**src/rtl/lsu_pkg.sv**
```systemverilog
// Shared types and constants for the load/store bus bridge.
package lsu_pkg;

  // Bridge FSM states.
  typedef enum logic [1:0] {
    IDLE = 2'd0,
    REQ  = 2'd1,
    WAIT = 2'd2,
    DONE = 2'd3
  } state_t;

  // Funct3 encodings for access size and sign.
  localparam logic [2:0] F3_LB  = 3'b000;
  localparam logic [2:0] F3_LH  = 3'b001;
  localparam logic [2:0] F3_LW  = 3'b010;
  localparam logic [2:0] F3_LBU = 3'b100;
  localparam logic [2:0] F3_LHU = 3'b101;

  localparam int TIMEOUT_CYCLES_DEFAULT = 255;

  // Command captured from the core when an access starts.
  typedef struct packed {
    logic        we;
    logic [2:0]  funct3;
    logic [31:0] addr;
    logic [31:0] wdata;
  } cmd_t;

  // True when the access size does not fit its natural alignment.
  function automatic logic is_misaligned(input logic [2:0] funct3, input logic [1:0] off);
    case (funct3)
      F3_LH, F3_LHU: return off[0];
      F3_LW:         return off != 2'b00;
      default:       return 1'b0;
    endcase
  endfunction

endpackage

```
**src/rtl/lsu_align.sv**
```systemverilog
// Combinational lane logic: byte enables and replicated store data for the
// bus, and lane selection with sign/zero extension for load data.
module lsu_align
  import lsu_pkg::*;
(
  input  logic [2:0]  funct3_i,
  input  logic [1:0]  off_i,
  input  logic [31:0] wdata_i,
  input  logic [31:0] rdata_i,
  output logic [3:0]  be_o,
  output logic [31:0] wdata_o,
  output logic [31:0] load_o
);

  logic [7:0]  byte_lane;
  logic [15:0] half_lane;

  // A halfword only ever uses Addr[1]; Addr[0] is ignored for lane choice.
  assign byte_lane = rdata_i[{off_i, 3'b000} +: 8];
  assign half_lane = rdata_i[{off_i[1], 4'b0000} +: 16];

  // Size-dependent enables, store replication and load extension.
  always_comb begin
    // NOTE: every output gets a default first so no path leaves it unassigned (no latch).
    be_o    = 4'b1111;
    wdata_o = wdata_i;
    load_o  = rdata_i;
    case (funct3_i)
      F3_LB, F3_LBU: begin
        be_o    = 4'b0001 << off_i;
        wdata_o = {4{wdata_i[7:0]}};
        load_o  = funct3_i[2] ? {24'h0, byte_lane} : {{24{byte_lane[7]}}, byte_lane};
      end
      F3_LH, F3_LHU: begin
        be_o    = 4'b0011 << {off_i[1], 1'b0};
        wdata_o = {2{wdata_i[15:0]}};
        load_o  = funct3_i[2] ? {16'h0, half_lane} : {{16{half_lane[15]}}, half_lane};
      end
      default: ;
    endcase
  end

endmodule

```
**src/rtl/lsu_bus_bridge.sv**
```systemverilog
// Load/store unit bridging core memory strobes onto a valid/ready bus.
// Optional feature: define MISALIGN_TRAP_EN to trap misaligned H/W accesses
// (no bus traffic, MisalignErr pulse); otherwise offending offset bits are ignored.
module lsu_bus_bridge
  import lsu_pkg::*;
#(
  parameter int TIMEOUT_CYCLES = TIMEOUT_CYCLES_DEFAULT
) (
  input  logic        clk,
  input  logic        reset,
  input  logic        MemRead,
  input  logic        MemWrite,
  input  logic [2:0]  Funct3,
  input  logic [31:0] Addr,
  input  logic [31:0] WriteData,
  output logic [31:0] ReadData,
  output logic        Stall,
  output logic        BusErr,
  output logic        MisalignErr,
  output logic        mem_valid,
  input  logic        mem_ready,
  output logic        mem_we,
  output logic [31:0] mem_addr,
  output logic [3:0]  mem_be,
  output logic [31:0] mem_wdata,
  input  logic        mem_rvalid,
  input  logic [31:0] mem_rdata
);

  localparam logic [15:0] TIMEOUT_LIM = 16'(TIMEOUT_CYCLES);

  state_t      state_q, state_d;
  cmd_t        cmd_q, cmd_d;
  logic [15:0] cnt_q, cnt_d;
  logic [31:0] rdata_q, rdata_d;
  logic        bus_err_q, bus_err_d;
  logic [15:0] cnt_inc;
  logic        timeout;
  logic [3:0]  be_w;
  logic [31:0] wdata_w;
  logic [31:0] load_w;

`ifdef MISALIGN_TRAP_EN
  logic mis_err_q, mis_err_d;
  assign MisalignErr = mis_err_q;
`else
  assign MisalignErr = 1'b0;
`endif

  // Lane logic works on the latched command so bus fields stay stable in REQ.
  lsu_align u_align (
    .funct3_i (cmd_q.funct3),
    .off_i    (cmd_q.addr[1:0]),
    .wdata_i  (cmd_q.wdata),
    .rdata_i  (mem_rdata),
    .be_o     (be_w),
    .wdata_o  (wdata_w),
    .load_o   (load_w)
  );

  assign cnt_inc = cnt_q + 16'd1;
  assign timeout = (cnt_inc == TIMEOUT_LIM);

  // Bus request fields are only driven while the request is outstanding.
  assign mem_valid = (state_q == REQ);
  assign mem_we    = mem_valid & cmd_q.we;
  assign mem_addr  = mem_valid ? {cmd_q.addr[31:2], 2'b00} : 32'h0;
  assign mem_be    = mem_valid ? be_w : 4'h0;
  assign mem_wdata = mem_valid ? wdata_w : 32'h0;
  assign ReadData  = rdata_q;
  assign BusErr    = bus_err_q;

  // Next-state, command latch, timeout counter and Stall.
  always_comb begin
    state_d   = state_q;
    cmd_d     = cmd_q;
    cnt_d     = cnt_q;
    rdata_d   = rdata_q;
    bus_err_d = 1'b0;
    Stall     = 1'b0;
`ifdef MISALIGN_TRAP_EN
    mis_err_d = 1'b0;
`endif
    case (state_q)
      IDLE: begin
        cnt_d = 16'h0;
        if (MemRead || MemWrite) begin
          Stall = 1'b1;
          // A simultaneous read request is dropped: the store wins.
          cmd_d = '{we: MemWrite, funct3: Funct3, addr: Addr, wdata: WriteData};
          state_d = REQ;
`ifdef MISALIGN_TRAP_EN
          if (is_misaligned(Funct3, Addr[1:0])) begin
            state_d   = DONE;
            mis_err_d = 1'b1;
          end
`endif
        end
      end
      REQ: begin
        Stall = 1'b1;
        cnt_d = cnt_inc;
        if (mem_ready) begin
          state_d = cmd_q.we ? DONE : WAIT;
        end else if (timeout) begin
          state_d   = DONE;
          bus_err_d = 1'b1;
        end
      end
      WAIT: begin
        Stall = 1'b1;
        cnt_d = cnt_inc;
        if (mem_rvalid) begin
          rdata_d = load_w;
          state_d = DONE;
        end else if (timeout) begin
          state_d   = DONE;
          bus_err_d = 1'b1;
        end
      end
      DONE: begin
        // Load data is only presented for the single retire cycle.
        rdata_d = 32'h0;
        state_d = IDLE;
      end
      default: state_d = IDLE;
    endcase
  end

  // State and datapath registers with synchronous reset.
  always_ff @(posedge clk) begin
    // NOTE: sequential state uses non-blocking assignments so all registers update together.
    if (reset) begin
      state_q   <= IDLE;
      cmd_q     <= '0;
      cnt_q     <= 16'h0;
      rdata_q   <= 32'h0;
      bus_err_q <= 1'b0;
`ifdef MISALIGN_TRAP_EN
      mis_err_q <= 1'b0;
`endif
    end else begin
      state_q   <= state_d;
      cmd_q     <= cmd_d;
      cnt_q     <= cnt_d;
      rdata_q   <= rdata_d;
      bus_err_q <= bus_err_d;
`ifdef MISALIGN_TRAP_EN
      mis_err_q <= mis_err_d;
`endif
    end
  end

endmodule

```
**config.mk**
```make
export PLATFORM = sky130hd
export DESIGN_NAME = lsu_bus_bridge
export DESIGN_NICKNAME = d
export VERILOG_FILES = /design/src/rtl/lsu_pkg.sv /design/src/rtl/lsu_align.sv /design/src/rtl/lsu_bus_bridge.sv
export SDC_FILE = /design/constraint.sdc
export NUM_CORES = 1
export LEC_CHECK = 0
export ABC_CLOCK_PERIOD_IN_PS = 3200
export CAP_MARGIN = 10
export CORE_ASPECT_RATIO = 1.5
export CORE_MARGIN = 2
export CORE_UTILIZATION = 46
export CTS_CLUSTER_DIAMETER = 100
export DETAILED_ROUTE_END_ITERATION = 16
export GPL_ROUTABILITY_DRIVEN = 0
export PLACE_DENSITY = 0.8
export SYNTH_ARGS = -nofsm -noshare
export SYNTH_HDL_FRONTEND = slang
export SYNTH_HIERARCHICAL = 1
export SYNTH_SLANG_ARGS = --single-unit
```
**constraint.sdc**
```tcl
create_clock -name clk -period 3.2 [get_ports clk]
set_input_delay 0.48 -clock clk [delete_from_list [all_inputs] [get_ports clk]]
set_output_delay 0.48 -clock clk [all_outputs]
set_load 0.05 [all_outputs]
```
==> results of run 1 <==
## report_power, final
group | total, mW | switching [mW] | internal (mW)
combinational | 2.62 | 1.62 | 1.00
clock | 1.98 | 0.676 | 1.30
sequential | 1.88 | 0.181 | 1.70
## worst min-delay path: stages, from the launching register on
cell and delay (ns):
dfxtp_1 0.30, nand2_1 0.05, a21oi_1 0.05
## area by class of cell
cell class	count	area (sq um)	share of cell area [%]
Antenna cell	1	2.502	0.02719
Clock buffer	20	436.7	4.744
Clock inverter	12	177.7	1.930
Inverter	10	37.54	0.4078
Multi-Input combinational cell	643	3766	40.92
Sequential cell	119	2384	25.90
Tap cell	192	240.2	2.610
Timing Repair Buffer	218	2160	23.46
## metal layers
| layer | vias to the layer above | GRT usage (%) |
|---|---|---|
| li1 | 3209 | - |
| met1 | 3007 | 28.24 |
| met5 | - | 0 |
| met2 | 201 | 43.81 |
| met4 | 0 | 12.64 |
| met3 | 42 | 4.671 |
## layout by cell type, fill, tap and decap left out, drive strengths merged, types with 2 or more instances in the layout
| cell | instances |
|---|---|
| and2 | 69 |
| nor3b | 32 |
| a221o | 14 |
| a2111oi | 2 |
| clkinvlp | 4 |
| nand4 | 6 |
| clkinv | 5 |
| a22o | 7 |
| a22oi | 3 |
| conb | 3 |
| o31a | 2 |
| ha | 7 |
| o21ai | 15 |
| nand3 | 10 |
| nor2 | 63 |
| or3 | 7 |
| nor3 | 10 |
| or4 | 2 |
| o21bai | 5 |
| mux2 | 17 |
| o21a | 2 |
| inv | 9 |
| dfxtp | 119 |
| xor2 | 3 |
| clkdlybuf4s50 | 194 |
| buf | 24 |
| xnor2 | 2 |
| nand2 | 159 |
| a31oi | 4 |
| a21o | 7 |
| clkbuf | 20 |
| nor4 | 5 |
| nor2b | 3 |
| nand2b | 3 |
| a21oi | 151 |
| mux2i | 17 |
| bufinv | 4 |
## metrics by stage
step | power (mW) | std cells
2_1_floorplan | 3.728 | 858
3_3_place_gp | 4.491 | 1182
3_5_place_dp | 4.527 | 1182
4_1_cts | 6.522 | 1214
5_1_grt | 6.847 | 1215
6_report | 6.479 | 1215
## state kept, by name, indices dropped and copies added, names as in the netlist
signal    flops
cmd_q        68
state_q       2
cnt_q        16
ReadData     32
BusErr        1
## kinds of logic after synthesis
group / synth area share, %
simple gates: 29.09
compound gates: 20.00
flops: 36.41
buf+inv: 6.559
mux: 5.871
fa+ha+maj: 1.339
xor+xnor: 0.6695
other cells: 0.05732
## path summary, 6_finish.rpt
kind	startpoint	to	depth (start not counted)
worst min register to register	cmd_q[47]	cmd_q[47]	2
worst max-delay path	cmd_q[64]	mem_wdata[31]	4
worst max register to register	cnt_q[0]	state_q[1]	7
worst min-delay path	cmd_q[47]	cmd_q[47]	2
==> summary.txt, run 1 <==
Synth
  • Post-synth cell types: between 60 and 70
  • Sequential fraction of the synthesis area: between 30% and 40%
  • Post-synth ARST share: 0%
  • Synth warn: 6
  • Top FF cell, synth: dfxtp_1
  • Top post-synthesis cells by area: dfxtp_1, a21oi_1, nand2_1, and2_1, nor3b_1
  • EDFF count, synth: 0
  • Post-synth top cells: nand2_1, a21oi_1, dfxtp_1
  • Area leader, netlist: dfxtp_1
  • Area share of the largest cell type after synthesis: a little over a third
  • Synth Cell Area: between 0.006 and 0.007 sq mm
  • Most common cell in the netlist: nand2_1
  • Yosys reg bits: between 100 and 150
  • Syn Inst Count: roughly 860
  • Synthesized area per cell: approximately 7.6 sq um

Detailed routing
  • Post-route DRC: 0
  • WL/cell: between 15 and 20 um
  • Routed WL: roughly 19000 um
  • Met3 wire len: around 860 um
  • Final antenna-violating net count: 0
  • Met2 WL: between 10000 and 15000 um
  • Vias: between 6000 and 7000
  • Drt first pass iters: 7
  • Met1 wire length: 7324 um
  • Iter 0 DRT Violations: 336
  • DR top layer: met4
  • Number of vias per cell: between 5 and 6

Status
  • Outcome: complete, no violations

Timing
  • Setup violations, final: 0
  • Fin Setup TNS: 0 ns
  • Min cycle time layout: 3.045 ns
  • Max-slew violation count: 0
  • PnR worst setup slack: 0.1552 ns
  • Fin crit share: 95.15%
  • Worst slew margin: between 30 and 40%
  • Worst-margin pin slew: 0.9766 ns
  • Final hold vios: 0
  • Fmax: between 300 and 400 MHz
  • RSZ-0062 raised after global routing: no
  • Hold WS: 0.4478 ns
  • Worst Skew: 0.009679 ns

CTS
  • CTS resizes: 0
  • Worst-skew pair later-pin latency: slightly above 0.4 ns
  • CTS sink cnt: 119
  • Root Driver: clkbuf_16
  • CTS Hold Buffers Added: 0
  • Number of buffers created by CTS: 17
  • CTS clk-pin slew, worst paths: approximately 0.050 ns
  • TritonCTS clock tree: yes
  • Setup bufs post-CTS: 0
  • H-tree Lvls: 4
  • Max Root-Sink Buffers: 2

Cells and area
  • Layout Utilization: between 60 and 70%
  • Layout Nets: roughly 1100
  • Fraction of layout cells with a size suffix above 1: 9.198%
  • Number of filler cells placed in the layout: approximately 1200
  • Final instance area: 0.009204 sq mm
  • Synth-to-layout area growth: 40.68%

Placement
  • Buffers added on ports: 206
  • Hpwl dp: between 10000 and 15000 um
  • Setup WS pre-CTS: about 0.65 ns
  • Post-DP Area: between 0.008 and 0.009 sq mm

Floorplanning
  • I/O Pins: 210
  • Die Y: approximately 150 um
  • Initial Util: 46.76%
  • DIE WIDTH: roughly 100 um
  • # rows: 53
  • Die area: 0.01521 sq mm
  • Placeable Area: 0.01399 sq mm

Setup path
  • CP max-delay cell: clkdlybuf4s50_1
  • Worst setup SP type: flip-flop
  • CP max stage delay: 0.79 ns
  • Crit path cell chain: mux2i_1 > o21ai_0 > and2_1 > clkdlybuf4s50_1
  • R2r setup slk: between 0.7 and 0.8 ns
  • Cell family with most CP delay: buffers and inverters
  • Critical Path AT: 2.56 ns
  • Critical Path RT: about 2.7 ns
  • Critical path class: reg2out
  • Crit-path max FO: 13
  • Crit end category: output port
  • Crit path buf inv count: 1

Global route
  • Gr usage total: 24.90%
  • Gr ovfl total: 0
  • Global-route wire length before repair: between 20000 and 30000 um
  • Initial antenna violation count: 1
  • Largest net degree at the start of global routing: between 60 and 70
  • Vias in the first global route: between 5000 and 6000

Power and ir drop
  • Peak VDD IR: 0.0005792 V
  • Leak Pwr: between 3 and 4 nW
  • Cell area power density: 704.0 mW/mm^2

Hold path
  • Hold Path Class: reg2reg

Job
  • Max cap viols: 0
No activity file was read; power rests on OpenSTA's default activity.
==> inputs of run 2 (changes only) <==
--- a/config.mk
+++ b/config.mk
@@ -9,11 +9,11 @@
 export CAP_MARGIN = 10
 export CORE_ASPECT_RATIO = 1.5
 export CORE_MARGIN = 2
-export CORE_UTILIZATION = 46
+export CORE_UTILIZATION = 51
 export CTS_CLUSTER_DIAMETER = 100
 export DETAILED_ROUTE_END_ITERATION = 16
 export GPL_ROUTABILITY_DRIVEN = 0
-export PLACE_DENSITY = 0.8
+export PLACE_DENSITY = 0.87
 export SYNTH_ARGS = -nofsm -noshare
 export SYNTH_HDL_FRONTEND = slang
 export SYNTH_HIERARCHICAL = 1
==> run 2 against run 1 <==
Effect of this change: wire length rose by 2.6%; critical path type unchanged; clock power grew 9.6%; combinational power is essentially flat; setup slack gained 0.049 ns.
==> summary.txt, run 2 (synthesized netlist as in run 1, its figures left out) <==
Status
  • Outcome: complete, no violations

Detailed routing
  • Final antenna-violating net count: 0 (unchanged)
  • Iter 0 DRT Violations: 296 (-12%)
  • Post-route DRC: 0 (unchanged)
  • Number of vias per cell: 5.653 (+6.3%)
  • Routed WL: 19470 um (+2.6%)
  • Drt first pass iters: 5 (-2)
  • WL/cell: 16.50 um (+5.6%)
  • Vias: 6670 (+3.3%)

Power and ir drop
  • Final total power: 6.693 mW (+3.3%)
  • Leak Pwr: 3.479 nW (+1.3%)
  • Cell area power density: 725.8 mW/mm^2 (+3.1%)
  • Peak VDD IR: 0.0007864 V (+36%)

Floorplanning
  • Die area: 0.01377 sq mm (-9.5%)
  • Die Y: 142.7 um (-4.9%)
  • Placeable Area: 0.01251 sq mm (-11%)
  • # rows: 50 (-5.7%)
  • I/O Pins: 210 (unchanged)
  • Initial Util: 52.29% (+5.5 points)
  • DIE WIDTH: 96.48 um (-4.8%)

Cells and area
  • Number of filler cells placed in the layout: 956 (-19%)
  • ANT cells: 0 (-1)
  • Layout Nets: 1123 (+0.18%)
  • Max reg flops: 68 (unchanged)
  • Multi-input logic area: 0.003766 sq mm (unchanged)
  • Synth-to-layout area growth: 40.96%
  • Most common cell after layout, fill and taps aside: clkdlybuf4s50_1
  • Largest Register: cmd_q
  • Fraction of layout cells with a size suffix above 1: 9.668% (+0.47 points)
  • Sequential cell area: 0.002384 sq mm (unchanged)
  • Commonest non-fill, non-tap cells in the layout: clkdlybuf4s50_1, nand2_1, a21oi_1, dfxtp_1, and2_1

Global route
  • Vias in the first global route: 6134 (+2.8%)
  • Gr ovfl total: 0 (unchanged)
  • Global-route wire length before repair: 30050 um (+0.23%)
  • Largest net degree at the start of global routing: 69 (unchanged)
  • Initial antenna violation count: 0 (-1)
  • Gr usage total: 28.03% (+3.1 points)

Timing
  • Fmax: 333.8 MHz (+1.6%)
  • RSZ-0062 raised after global routing: no
  • Worst Skew: 0.008036 ns (-0.001644 ns)
  • Fin crit share: 93.63% (-1.5 points)
  • Min cycle time layout: 2.996 ns (-0.04860 ns)
  • Final hold vios: 0 (unchanged)
  • Worst slew margin: 35.03% (+0.64 points)
  • Hold WS: 0.4477 ns (-0.00005200 ns)
  • Setup violations, final: 0 (unchanged)
  • Fin Setup TNS: 0 ns (unchanged)
  • Max-slew violation count: 0 (unchanged)
  • Worst-margin pin slew: 0.9671 ns (-0.009527 ns)

Placement
  • Hpwl dp: 13440 um (+0.30%)
  • Buffers added on ports: 206 (unchanged)

Setup path
  • CP max-delay cell: clkdlybuf4s50_1
  • Critical Path RT: 2.72 ns (about the same)
  • R2r setup slk: 0.73 ns (about the same)
  • CP max stage delay: 0.80 ns (about the same)
  • Crit end category: output port
  • Crit path buf inv count: 1 (unchanged)
  • Critical path class: reg2out
  • Crit-path max FO: 13 (unchanged)
  • Cell family with most CP delay: buffers and inverters
  • Crit path cell chain: mux2i_1 > o21ai_0 > and2_1 > clkdlybuf4s50_1
  • Critical Path AT: 2.52 ns (-0.04 ns)
  • Worst setup SP type: flip-flop

CTS
  • Setup bufs post-CTS: 0 (unchanged)
  • TritonCTS clock tree: yes
  • Root Driver: clkbuf_16
  • H-tree Lvls: 4 (unchanged)
  • CTS sink cnt: 119 (unchanged)
  • CTS Hold Buffers Added: 0 (unchanged)
  • Max Root-Sink Buffers: 2 (unchanged)
  • CTS clk-pin slew, worst paths: 0.06 ns (about the same)
  • Worst-skew pair later-pin latency: 0.41 ns (about the same)
  • Number of buffers created by CTS: 17 (unchanged)
  • CTS resizes: 0 (unchanged)

Hold path
  • Hold Path Class: reg2reg

Job
  • Max cap viols: 0 (unchanged)
[run 2: cell count changes in the layout (fill, tap and decap cells not counted)]
cell | before | now
clkinv_2 | 2 | 1
buf_12 | 3 | 2
clkbuf_1 | 3 | 0
clkinv_4 | 2 | 6
clkinvlp_4 | 4 | 2
bufinv_16 | 4 | 6
buf_4 | 21 | 24
diode_2 | 1 | 0
[run 2: area by class of cell]
| type | count | area share, % |
|---|---|---|
| well taps | 156 | 2.116 |
| inverters | 10 | 0.4070 |
| multi-input cells | 643 | 40.84 |
| flip-flops and latches | 119 | 25.84 |
| clock buffers | 17 | 4.613 |
| clock inverters | 15 | 2.740 |
| repair buffers | 220 | 23.44 |
[run 2: final timing paths]
kind | from | end | depth (start not counted)
hold / removal | cmd_q[45] | cmd_q[45] | 2
hold reg to reg | cmd_q[45] | cmd_q[45] | 2
setup / recovery | cmd_q[64] | mem_wdata[27] | 4
setup reg to reg | cnt_q[0] | state_q[1] | 7
[run 2: through the flow]
step	utilization, %	setup slack [ns]	cells	area [sq um]
floorplan	-	0.4978	858	6550
finish	73.71	0.2038	1180	9223
global placement	68.29	0.7139	1148	8544
CTS	73.71	0.2536	1180	9223
global route	73.71	0.1137	1180	9223
detailed placement	68.29	0.6748	1148	8544
[run 2: tightest hold or removal path, stage by stage, from the launching register on]
cell and delay [ns]:
dfxtp_1 0.30, nand2_1 0.05, a21oi_1 0.05
[run 2: layer usage]
layer / global-route usage (%) / part of all wire [%] / vias up
li1: - / - / 3222
met1: 30.74 / 37 / 3101
met2: 48.98 / 51 / 285
met3: 5.119 / 6.2 / 62
met4: 16.90 / 5.3 / 0
met5: 0 / 0 / -
[run 2: power by group]
part / switching [mW] / internal (mW) / leakage (nW)
sequential: 0.180 / 1.70 / 0.973
clock: 0.707 / 1.46 / 0.323
combinational: 1.64 / 0.999 / 2.18
total: 2.53 / 4.17 / 3.48
==> inputs of run 3 (changes only) <==
--- a/config.mk
+++ b/config.mk
@@ -5,7 +5,7 @@
 export SDC_FILE = /design/constraint.sdc
 export NUM_CORES = 1
 export LEC_CHECK = 0
-export ABC_CLOCK_PERIOD_IN_PS = 3200
+export ABC_CLOCK_PERIOD_IN_PS = 3450
 export CAP_MARGIN = 10
 export CORE_ASPECT_RATIO = 1.5
 export CORE_MARGIN = 2
==> constraint.sdc (replaced) <==
create_clock -name clk -period 3.45 [get_ports clk]
set_input_delay 0.5175 -clock clk [delete_from_list [all_inputs] [get_ports clk]]
set_output_delay 0.5175 -clock clk [all_outputs]
set_load 0.05 [all_outputs]
==> run 3 against run 2 <==
Effect of this change: sequential power down 9%; critical path depth unchanged; design area down 0.75%; register-to-register slack better by 0.24 ns; global-route usage down 0.41 points; largest cell class unchanged; largest power group unchanged; highest routed layer unchanged.
==> summary.txt, run 3 (synthesized netlist as in run 1, its figures left out) <==
Job
  • Max cap viols: 0 (unchanged)

Placement
  • Post-placement cell count: 1144 (-0.35%)
  • Buffers added on ports: 206 (unchanged)
  • Post-DP Area: 0.008562 sq mm (+0.21%)
  • Hpwl dp: 13500 um (+0.40%)

Cells and area
  • Fraction of layout cells with a size suffix above 1: 8.235% (-1.4 points)
  • Most common cell after layout, fill and taps aside: clkdlybuf4s50_1
  • Max reg flops: 68 (unchanged)
  • Commonest non-fill, non-tap cells in the layout: clkdlybuf4s50_1, nand2_1, a21oi_1, dfxtp_1, and2_1
  • Synth-to-layout area growth: 39.91%
  • Largest Register: cmd_q
  • Layout Nets: 1119 (-0.36%)
  • Layout Utilization: 73.16% (-0.55 points)
  • Final instance area: 0.009154 sq mm (-0.75%)
  • Final Non-Filler Cells: 1177 (-0.25%)

CTS
  • CTS Hold Buffers Added: 0 (unchanged)
  • CTS resizes: 0 (unchanged)
  • CTS clk-pin slew, worst paths: 0.06 ns (about the same)
  • Root Driver: clkbuf_16
  • Max Root-Sink Buffers: 2 (unchanged)
  • Setup bufs post-CTS: 0 (unchanged)
  • Worst-skew pair later-pin latency: 0.41 ns (about the same)
  • TritonCTS clock tree: yes
  • CTS sink cnt: 119 (unchanged)
  • Number of buffers created by CTS: 17 (unchanged)
  • H-tree Lvls: 4 (unchanged)

Timing
  • Min cycle time layout: about 3.2 ns
  • Fin Setup TNS: 0 ns (unchanged)
  • Worst slew margin: 30.61% (-4.4 points)
  • Worst Skew: 0.009620 ns (+0.001585 ns)
  • Max-slew violation count: 0 (unchanged)
  • Worst-margin pin slew: 1.037 ns (+0.06996 ns)
  • Setup violations, final: 0 (unchanged)
  • RSZ-0062 raised after global routing: no
  • Final hold vios: 0 (unchanged)
  • Fmax: between 300 and 400 MHz
  • Fin crit share: 91.39%

Status
  • Outcome: complete, no violations

Floorplanning
  • Placeable Area: 0.01251 sq mm (unchanged)
  • Die area: 0.01377 sq mm (unchanged)
  • Initial Util: 52.29% (unchanged)
  • Die Y: 142.7 um (unchanged)
  • # rows: 50 (unchanged)
  • I/O Pins: 210 (unchanged)
  • DIE WIDTH: 96.48 um (unchanged)

Power and ir drop
  • Peak VDD IR: 0.0005608 V (-29%)
  • Switching power of the nets: 2.321 mW (-8.2%)
  • Internal power: 3.635 mW (-13%)
  • Sw Share: 38.97% (+1.2 points)
  • Gate power share: 41.4% (+2.0 points)
  • Sequential power share: 28.9% (+0.8 points)
  • Cell area power density: 650.7 mW/mm^2 (-10%)
  • Leak Pwr: 3.416 nW (-1.8%)
  • Clock share of power: 29.7% (-2.7 points)
  • Final total power: 5.956 mW (-11%)

Setup path
  • CP max stage delay: 0.69 ns (-0.11 ns)
  • Crit end category: output port
  • Worst setup SP type: flip-flop
  • Critical Path RT: 2.93 ns (+0.21 ns)
  • Crit path cell chain: nor2_2 > mux2_2 > and2_1 > clkdlybuf4s50_1
  • Critical Path AT: 2.64 ns (+0.12 ns)
  • Crit-path max FO: 10 (-3)
  • CP max-delay cell: clkdlybuf4s50_1
  • Critical path class: reg2out

Detailed routing
  • Post-route DRC: 0 (unchanged)
  • Vias: 6559 (-1.7%)
  • Final antenna-violating net count: 0 (unchanged)
  • Routed WL: 19570 um (+0.54%)
  • Number of vias per cell: 5.573 (-1.4%)
  • WL/cell: 16.63 um (+0.80%)
  • Iter 0 DRT Violations: 442 (+49%)
  • Drt first pass iters: 7 (+2)

Global route
  • Vias in the first global route: 6092 (-0.68%)
  • Largest net degree at the start of global routing: 96 (+39%)
  • Gr ovfl total: 0 (unchanged)
  • Global-route wire length before repair: 29740 um (-1.0%)
  • Gr usage total: 27.62% (-0.41 points)
  • Initial antenna violation count: 1 (+1)

Hold path
  • Hold Path Class: reg2reg
## run 3: area by class of cell
class	count	area [sq um]
diodes	1	2.502
clock buffers	19	432.9
clock inverters	13	156.4
fillers	978	3358
inverters	10	37.54
multi-input cells	643	3766
flip-flops and latches	119	2384
well taps	156	195.2
repair buffers	216	2180
## run 3: path summary, 6_finish.rpt
kind	from	endpoint	slack, ns	cells past startpoint
worst max-delay path	cmd_q[64]	mem_wdata[12]	0.30	4
worst min-delay path	cmd_q[44]	cmd_q[44]	0.45	2
worst max register to register	cnt_q[0]	state_q[1]	0.97	7
worst min register to register	cmd_q[44]	cmd_q[44]	0.45	2
## run 3: stage by stage
| stage | setup slack (ns) | hold WS, ns |
|---|---|---|
| floorplan | 0.7103 | 0.4317 |
| global placement | 0.7930 | 0.4369 |
| detailed placement | 0.7519 | 0.4425 |
| CTS | 0.2992 | 0.4504 |
| global route | 0.2023 | 0.4609 |
| finish | 0.2970 | 0.4478 |
## run 3: per-layer routing
layer / up-vias / global-route usage (%) / share of wire, %
li1: 3216 / - / -
met1: 3032 / 30.16 / 36
met2: 260 / 48.61 / 53
met3: 51 / 5.646 / 6.4
met4: 0 / 15.42 / 4.6
met5: - / 0 / 0
## run 3: critical path, delay by kind of cell (launching register included)
family / cells / cell delay (ns)
muxes: 1 / 0.40
buffers and inverters: 1 / 0.69
and+or+nand+nor: 2 / 0.67
DFF: 1 / 0.48
## run 3: power groups by stage
stage / sequential [mW] / combinational (mW) / clock, mW
2_1_floorplan: 1.86 / 1.60 / 0
3_3_place_gp: 1.74 / 2.41 / 0
3_5_place_dp: 1.75 / 2.45 / 0
4_1_cts: 1.72 / 2.46 / 1.79
5_1_grt: 1.75 / 2.65 / 1.86
6_report: 1.72 / 2.47 / 1.77
